<file path="config.mk">
export PLATFORM = sky130hd
export DESIGN_NAME = pe_job_scheduler
export DESIGN_NICKNAME = d
export VERILOG_FILES = /design/src/rtl/pe_job_scheduler.sv
export SDC_FILE = /design/constraint.sdc
export NUM_CORES = 1
export LEC_CHECK = 0
export BUFFER_PORTS_ARGS = -buffer_cell sky130_fd_sc_hd__buf_2
export CAP_MARGIN = 5
export CORE_AREA = 2 2 402 404
export CTS_CLUSTER_SIZE = 8
export DETAILED_ROUTE_END_ITERATION = 16
export DIE_AREA = 0 0 404 406
export REMOVE_ABC_BUFFERS = 1
export SYNTH_ARGS = -nofsm -noshare
export SYNTH_HDL_FRONTEND = slang
export SYNTH_SLANG_ARGS = --single-unit
</file>
<file path="constraint.sdc">
create_clock -name clk -period 4.1 [get_ports clk]
set_input_delay 1.23 -clock clk [delete_from_list [all_inputs] [get_ports clk]]
set_output_delay 1.23 -clock clk [all_outputs]
set_load 0.005 [all_outputs]
</file>
<file path="src/rtl/pe_job_scheduler.sv">
// Two-requester round-robin job scheduler in front of a vector PE array.
// One job in flight; illegal opcodes and PE timeouts return an error response.
module pe_job_scheduler #(
  parameter int DATA_LEN      = 32,
  parameter int PE_ELEMENTS   = 4,
  parameter int PE_OPCODE_LEN = 3,
  parameter int TIMEOUT       = 64
) (
  input  logic                                      clk,
  input  logic                                      rstn,
  input  logic [1:0]                                req_valid,
  output logic [1:0]                                req_ready,
  input  logic [1:0][PE_OPCODE_LEN-1:0]             req_opcode,
  input  logic [1:0][PE_ELEMENTS-1:0][DATA_LEN-1:0] req_data_a,
  input  logic [1:0][PE_ELEMENTS-1:0][DATA_LEN-1:0] req_data_b,
  output logic                                      pe_start,
  output logic [PE_OPCODE_LEN-1:0]                  pe_opcode,
  output logic [PE_ELEMENTS-1:0][DATA_LEN-1:0]      pe_data_a,
  output logic [PE_ELEMENTS-1:0][DATA_LEN-1:0]      pe_data_b,
  input  logic                                      pe_done,
  input  logic [PE_ELEMENTS-1:0][DATA_LEN-1:0]      pe_result,
  output logic                                      rsp_valid,
  input  logic                                      rsp_ready,
  output logic                                      rsp_id,
  output logic [PE_ELEMENTS-1:0][DATA_LEN-1:0]      rsp_data,
  output logic                                      rsp_error,
  output logic                                      busy
);
  localparam int TW = (TIMEOUT > 2) ? $clog2(TIMEOUT) : 1;

  typedef enum logic [1:0] {IDLE = 2'd0, ISSUE = 2'd1, WAIT = 2'd2, RESP = 2'd3} state_t;

  state_t                                 state_q, state_d;
  logic [TW-1:0]                          timer_q, timer_d;
  logic                                   last_q, last_d;
  logic [PE_OPCODE_LEN-1:0]               op_q, op_d;
  logic [PE_ELEMENTS-1:0][DATA_LEN-1:0]   a_q, a_d, b_q, b_d, rdata_q, rdata_d;
  logic                                   rid_q, rid_d, rerr_q, rerr_d;
  logic [1:0]                             grant_s;
  logic                                   gidx_s, accept_s, legal_s, tmo_s;

  function automatic logic op_legal(input logic [PE_OPCODE_LEN-1:0] op);
    return (op >= PE_OPCODE_LEN'(1)) && (op <= PE_OPCODE_LEN'(4));
  endfunction

  // Round-robin grant; gated by rstn so req_ready is low while reset is asserted.
  always_comb begin
    grant_s = 2'b00;
    gidx_s  = 1'b0;
    if ((state_q == IDLE) && rstn) begin
      if (req_valid == 2'b11) begin
        gidx_s  = ~last_q;
        grant_s = last_q ? 2'b01 : 2'b10;
      end else if (req_valid[0]) begin
        gidx_s  = 1'b0;
        grant_s = 2'b01;
      end else if (req_valid[1]) begin
        gidx_s  = 1'b1;
        grant_s = 2'b10;
      end else begin
        grant_s = 2'b00;
      end
    end else begin
      grant_s = 2'b00;
    end
    accept_s = |grant_s;
    legal_s  = op_legal(req_opcode[gidx_s]);
    tmo_s    = (timer_q == TW'(TIMEOUT - 2));
  end

  // Next-state logic; a pe_done in the final WAIT cycle still lands as a normal result.
  always_comb begin
    state_d = state_q;
    case (state_q)
      IDLE:    if (accept_s) state_d = legal_s ? ISSUE : RESP;
               else          state_d = IDLE;
      ISSUE:   state_d = WAIT;
      WAIT:    if (pe_done || tmo_s) state_d = RESP;
               else                  state_d = WAIT;
      RESP:    if (rsp_ready) state_d = IDLE;
               else           state_d = RESP;
      default: state_d = IDLE;
    endcase
  end

  // Job latch, wait timer and response capture.
  always_comb begin
    op_d    = op_q;
    a_d     = a_q;
    b_d     = b_q;
    rid_d   = rid_q;
    rerr_d  = rerr_q;
    rdata_d = rdata_q;
    last_d  = last_q;
    timer_d = timer_q;
    case (state_q)
      IDLE: begin
        timer_d = '0;
        if (accept_s) begin
          op_d    = req_opcode[gidx_s];
          a_d     = req_data_a[gidx_s];
          b_d     = req_data_b[gidx_s];
          rid_d   = gidx_s;
          last_d  = gidx_s;
          rerr_d  = ~legal_s;
          rdata_d = '0;
        end else begin
          rerr_d  = rerr_q;
        end
      end
      ISSUE: timer_d = '0;
      WAIT: begin
        timer_d = timer_q + TW'(1);
        if (pe_done) begin
          rdata_d = pe_result;
          rerr_d  = 1'b0;
        end else if (tmo_s) begin
          rdata_d = '0;
          rerr_d  = 1'b1;
        end else begin
          rdata_d = rdata_q;
        end
      end
      RESP:    timer_d = timer_q;
      default: timer_d = '0;
    endcase
  end

  // Output decode from registered state and job latch.
  always_comb begin
    req_ready = grant_s;
    pe_start  = (state_q == ISSUE);
    rsp_valid = (state_q == RESP);
    busy      = (state_q != IDLE);
    pe_opcode = op_q;
    pe_data_a = a_q;
    pe_data_b = b_q;
    rsp_id    = rid_q;
    rsp_data  = rdata_q;
    rsp_error = rerr_q;
  end

  // State and datapath registers.
  always_ff @(posedge clk or negedge rstn) begin
    if (!rstn) begin
      state_q <= IDLE;
      timer_q <= '0;
      last_q  <= 1'b1;
      op_q    <= '0;
      a_q     <= '0;
      b_q     <= '0;
      rid_q   <= 1'b0;
      rerr_q  <= 1'b0;
      rdata_q <= '0;
    end else begin
      state_q <= state_d;
      timer_q <= timer_d;
      last_q  <= last_d;
      op_q    <= op_d;
      a_q     <= a_d;
      b_q     <= b_d;
      rid_q   <= rid_d;
      rerr_q  <= rerr_d;
      rdata_q <= rdata_d;
    end
  end
endmodule

</file>
==> impl_metrics.json <==
{
  "status": "finished clean",
  "start_util_pct": 10.44,
  "hp-start": "last_q",
  "antenna_left": 0,
  "die_h_um": 406,
  "reg2reg_from": "state_q[0]",
  "syn_inst": 1761,
  "min_path_type": "reg2reg",
  "dpl.hpwl_mm": 103.6,
  "drc": 0,
  "cp.required_ns": 2.87,
  "fillCellCount": 18190,
  "arrival_ns": 2.33,
  "yosysSeqAreaShare_pct": 59.77,
  "clock.fmax_mhz": 281.1,
  "maxSlewViolCount": 0,
  "maxCapViolations": 0,
  "drt_iter0_drc": 1558,
  "yosysUniqueCellTypes": 35,
  "vdd_ir_drop_max_v": 0.0002841,
  "clkTransAtPathRegs_ns": 0.05,
  "syn_to_final_growth_pct": 55.70,
  "power.density_nw_per_um2": 748.3,
  "clkSinkCount": 398,
  "globalRouteOverflowTotal": 0,
  "port-buffer-count": 1045,
  "clkLatencyLatePin_ns": 0.66,
  "fin_util_pct": 16.25,
  "gp_congestion": 0.9367,
  "tightest_slew_ns": 1.043,
  "hold_path_depth": 2,
  "die_w_um": 404,
  "antenna_found_initial": 94,
  "cts_root_buf": "clkbuf_16",
  "finalPower_uw": 19420,
  "setup_viol": 0,
  "synth_top_area_cell": "dfrtp_1",
  "via_per_inst": 3.736,
  "hold_violations": 0,
  "postCtsHoldBufs": 0,
  "grt_max_degree": 144,
  "min_to": "last_q",
  "cp-end-kind": "primary output",
  "ctsResizeCount": 0,
  "grt_usage_pct": 14.26,
  "r2r_cells": 7,
  "skew_ns": 0.02546,
  "rsz0062_at_grt": "false",
  "ys_warn_count": 0,
  "first_pass_iters": 5,
  "routed_wl_mm": 123.6,
  "r2r_slack_ns": 1.60,
  "grt_pass1_vias": 17450,
  "maxSlewHeadroom_pct": 30.46,
  "nets": 3410,
  "synth_top_area_share_pct": 59.61,
  "wire_per_inst_um": 25.28,
  "top_level_ports": 1046,
  "period_share_pct": 86.76,
  "final_layout_size_suffix_gt1_share_pct": 41.66,
  "syn_area_sq_um": 16660,
  "vias": 18270,
  "crit_type": "in2out",
  "ys_seq_elements": 398,
  "cts_buffer_depth": 3,
  "start_kind": "primary input",
  "cts-buffers-inserted": 57,
  "rows": 147,
  "p_leak_uw": 0.01241,
  "cts_tree": "built",
  "htreeDepth": 2,
  "timing.rr.end": "pe_data_a[74]",
  "cts_setup_buffers": 0,
  "critPathMaxFanout": 4,
  "avgSynthCellArea_sq_um": 9.463,
  "netlist_top_cells_area": "dfrtp_1 60%, nand2_1 12%, a31oi_1 9.7%",
  "min_period_ns": 3.557,
  "grt_pass1_wl_mm": 157.4,
  "coreArea_sq_um": 159600,
  "die_area_sq_um": 164000
}
## area by class of cell
class	count	area [sq um]	area share (%)
diodes	27	67.56	0.2604
multi-input cells	1214	6028	23.23
inverters	3	18.77	0.07233
clock buffers	76	1538	5.926
flip-flops and latches	398	9961	38.39
repair buffers	1082	5668	21.84
clock inverters	4	56.30	0.2170
well taps	2086	2610	10.06
## report_power, final
group / total [uW] / internal [uW] / switching (uW)
Sequential: 6920 / 5820 / 1100
Clock: 4500 / 2560 / 1940
Combinational: 7990 / 2960 / 5030
## worst max path at each step
stage / from / endpoint / cells past startpoint / slack [ns]
detailed placement: rstn / req_ready[1] / 6 / 0.45
global placement: rstn / req_ready[1] / 6 / 0.46
floorplan: rstn / rsp_data[0] / 4 / -13.91
global route: rstn / req_ready[1] / 6 / 0.48
CTS: rstn / req_ready[1] / 6 / 0.45
finish: rstn / req_ready[1] / 6 / 0.54
## through the flow
stage / setup TNS, ns / instance area [sq um] / hold slack [ns] / setup WS [ns] / instances
after detailed placement: 0 / 24290 / 0.4608 / 0.4531 / 4783
final: 0 / 25950 / 0.4702 / 0.5427 / 4890
after global placement: 0 / 24290 / 0.4590 / 0.4650 / 4783
after floorplan: -3709.52 / 15970 / 0.4435 / -13.91 / 1615
after global routing: 0 / 25910 / 0.5072 / 0.4818 / 4874
after CTS: 0 / 25880 / 0.4692 / 0.4461 / 4863
## per-layer routing
metal	part of all wire [%]	wire, um	GRT usage, %
met5	0.40	499	0.8326
met1	37	45310	15.89
met2	45	56110	22.57
met4	4.2	5252	5.198
met3	13	16460	7.966
## critical path: stages
cell	delay (ns)
buf_8	0.11
nor3b_2	0.27
buf_4	0.20
nand3_4	0.20
inv_8	0.15
buf_2	0.14
## flip-flops by register name, indices dropped and copies added (netlist names)
| register | count |
|---|---|
| pe_data_a | 128 |
| pe_data_b | 128 |
| rsp_data | 128 |
| timer_q | 6 |
| pe_opcode | 3 |
| state_q | 2 |
| last_q | 1 |
| rsp_error | 1 |
| rsp_id | 1 |
## cell families (layout without fill, tap and decap cells)
group,count (synthesis),count (layout),synth area share [%]
AO/OA/AOI/OAI,395,395,16.74
XOR/XNOR,6,6,0.3154
adder cells (fa/ha/maj),2,2,0.1501
buffers and inverters,149,1165,4.242
flip-flops,398,398,59.77
multiplexers,1,1,0.06007
other,0,27,0
AND/OR/NAND/NOR,810,810,18.73
## cells in the mapped netlist, drive strengths merged
| master | n |
|---|---|
| a211oi | 1 |
| a21boi | 1 |
| a22o | 128 |
| a31oi | 259 |
| and2 | 5 |
| and3 | 1 |
| buf | 117 |
| clkbuf | 29 |
| dfrtp | 397 |
| dfstp | 1 |
| ha | 2 |
| inv | 3 |
| mux2i | 1 |
| nand2 | 529 |
| nand2b | 1 |
| nand3 | 3 |
| nand4b | 1 |
| nor2 | 262 |
| nor2b | 2 |
| nor3 | 2 |
| nor3b | 1 |
| nor4b | 1 |
| o21a | 1 |
| o21ai | 5 |
| or2 | 1 |
| or3 | 1 |
| xnor2 | 3 |
| xor2 | 3 |
## layout by cell type, fill, tap and decap left out, types with 3 or more instances in the layout
cell type,n
nand2_1,529
clkbuf_16,57
dfrtp_1,397
nor2_1,261
xor2_1,3
xnor2_1,3
diode_2,27
clkbuf_1,15
and2_1,5
o21ai_0,3
a22o_1,128
buf_12,12
clkbuf_8,4
buf_2,1044
a31oi_1,259
buf_4,25
Note: power is estimated with default switching activity, not from simulation.
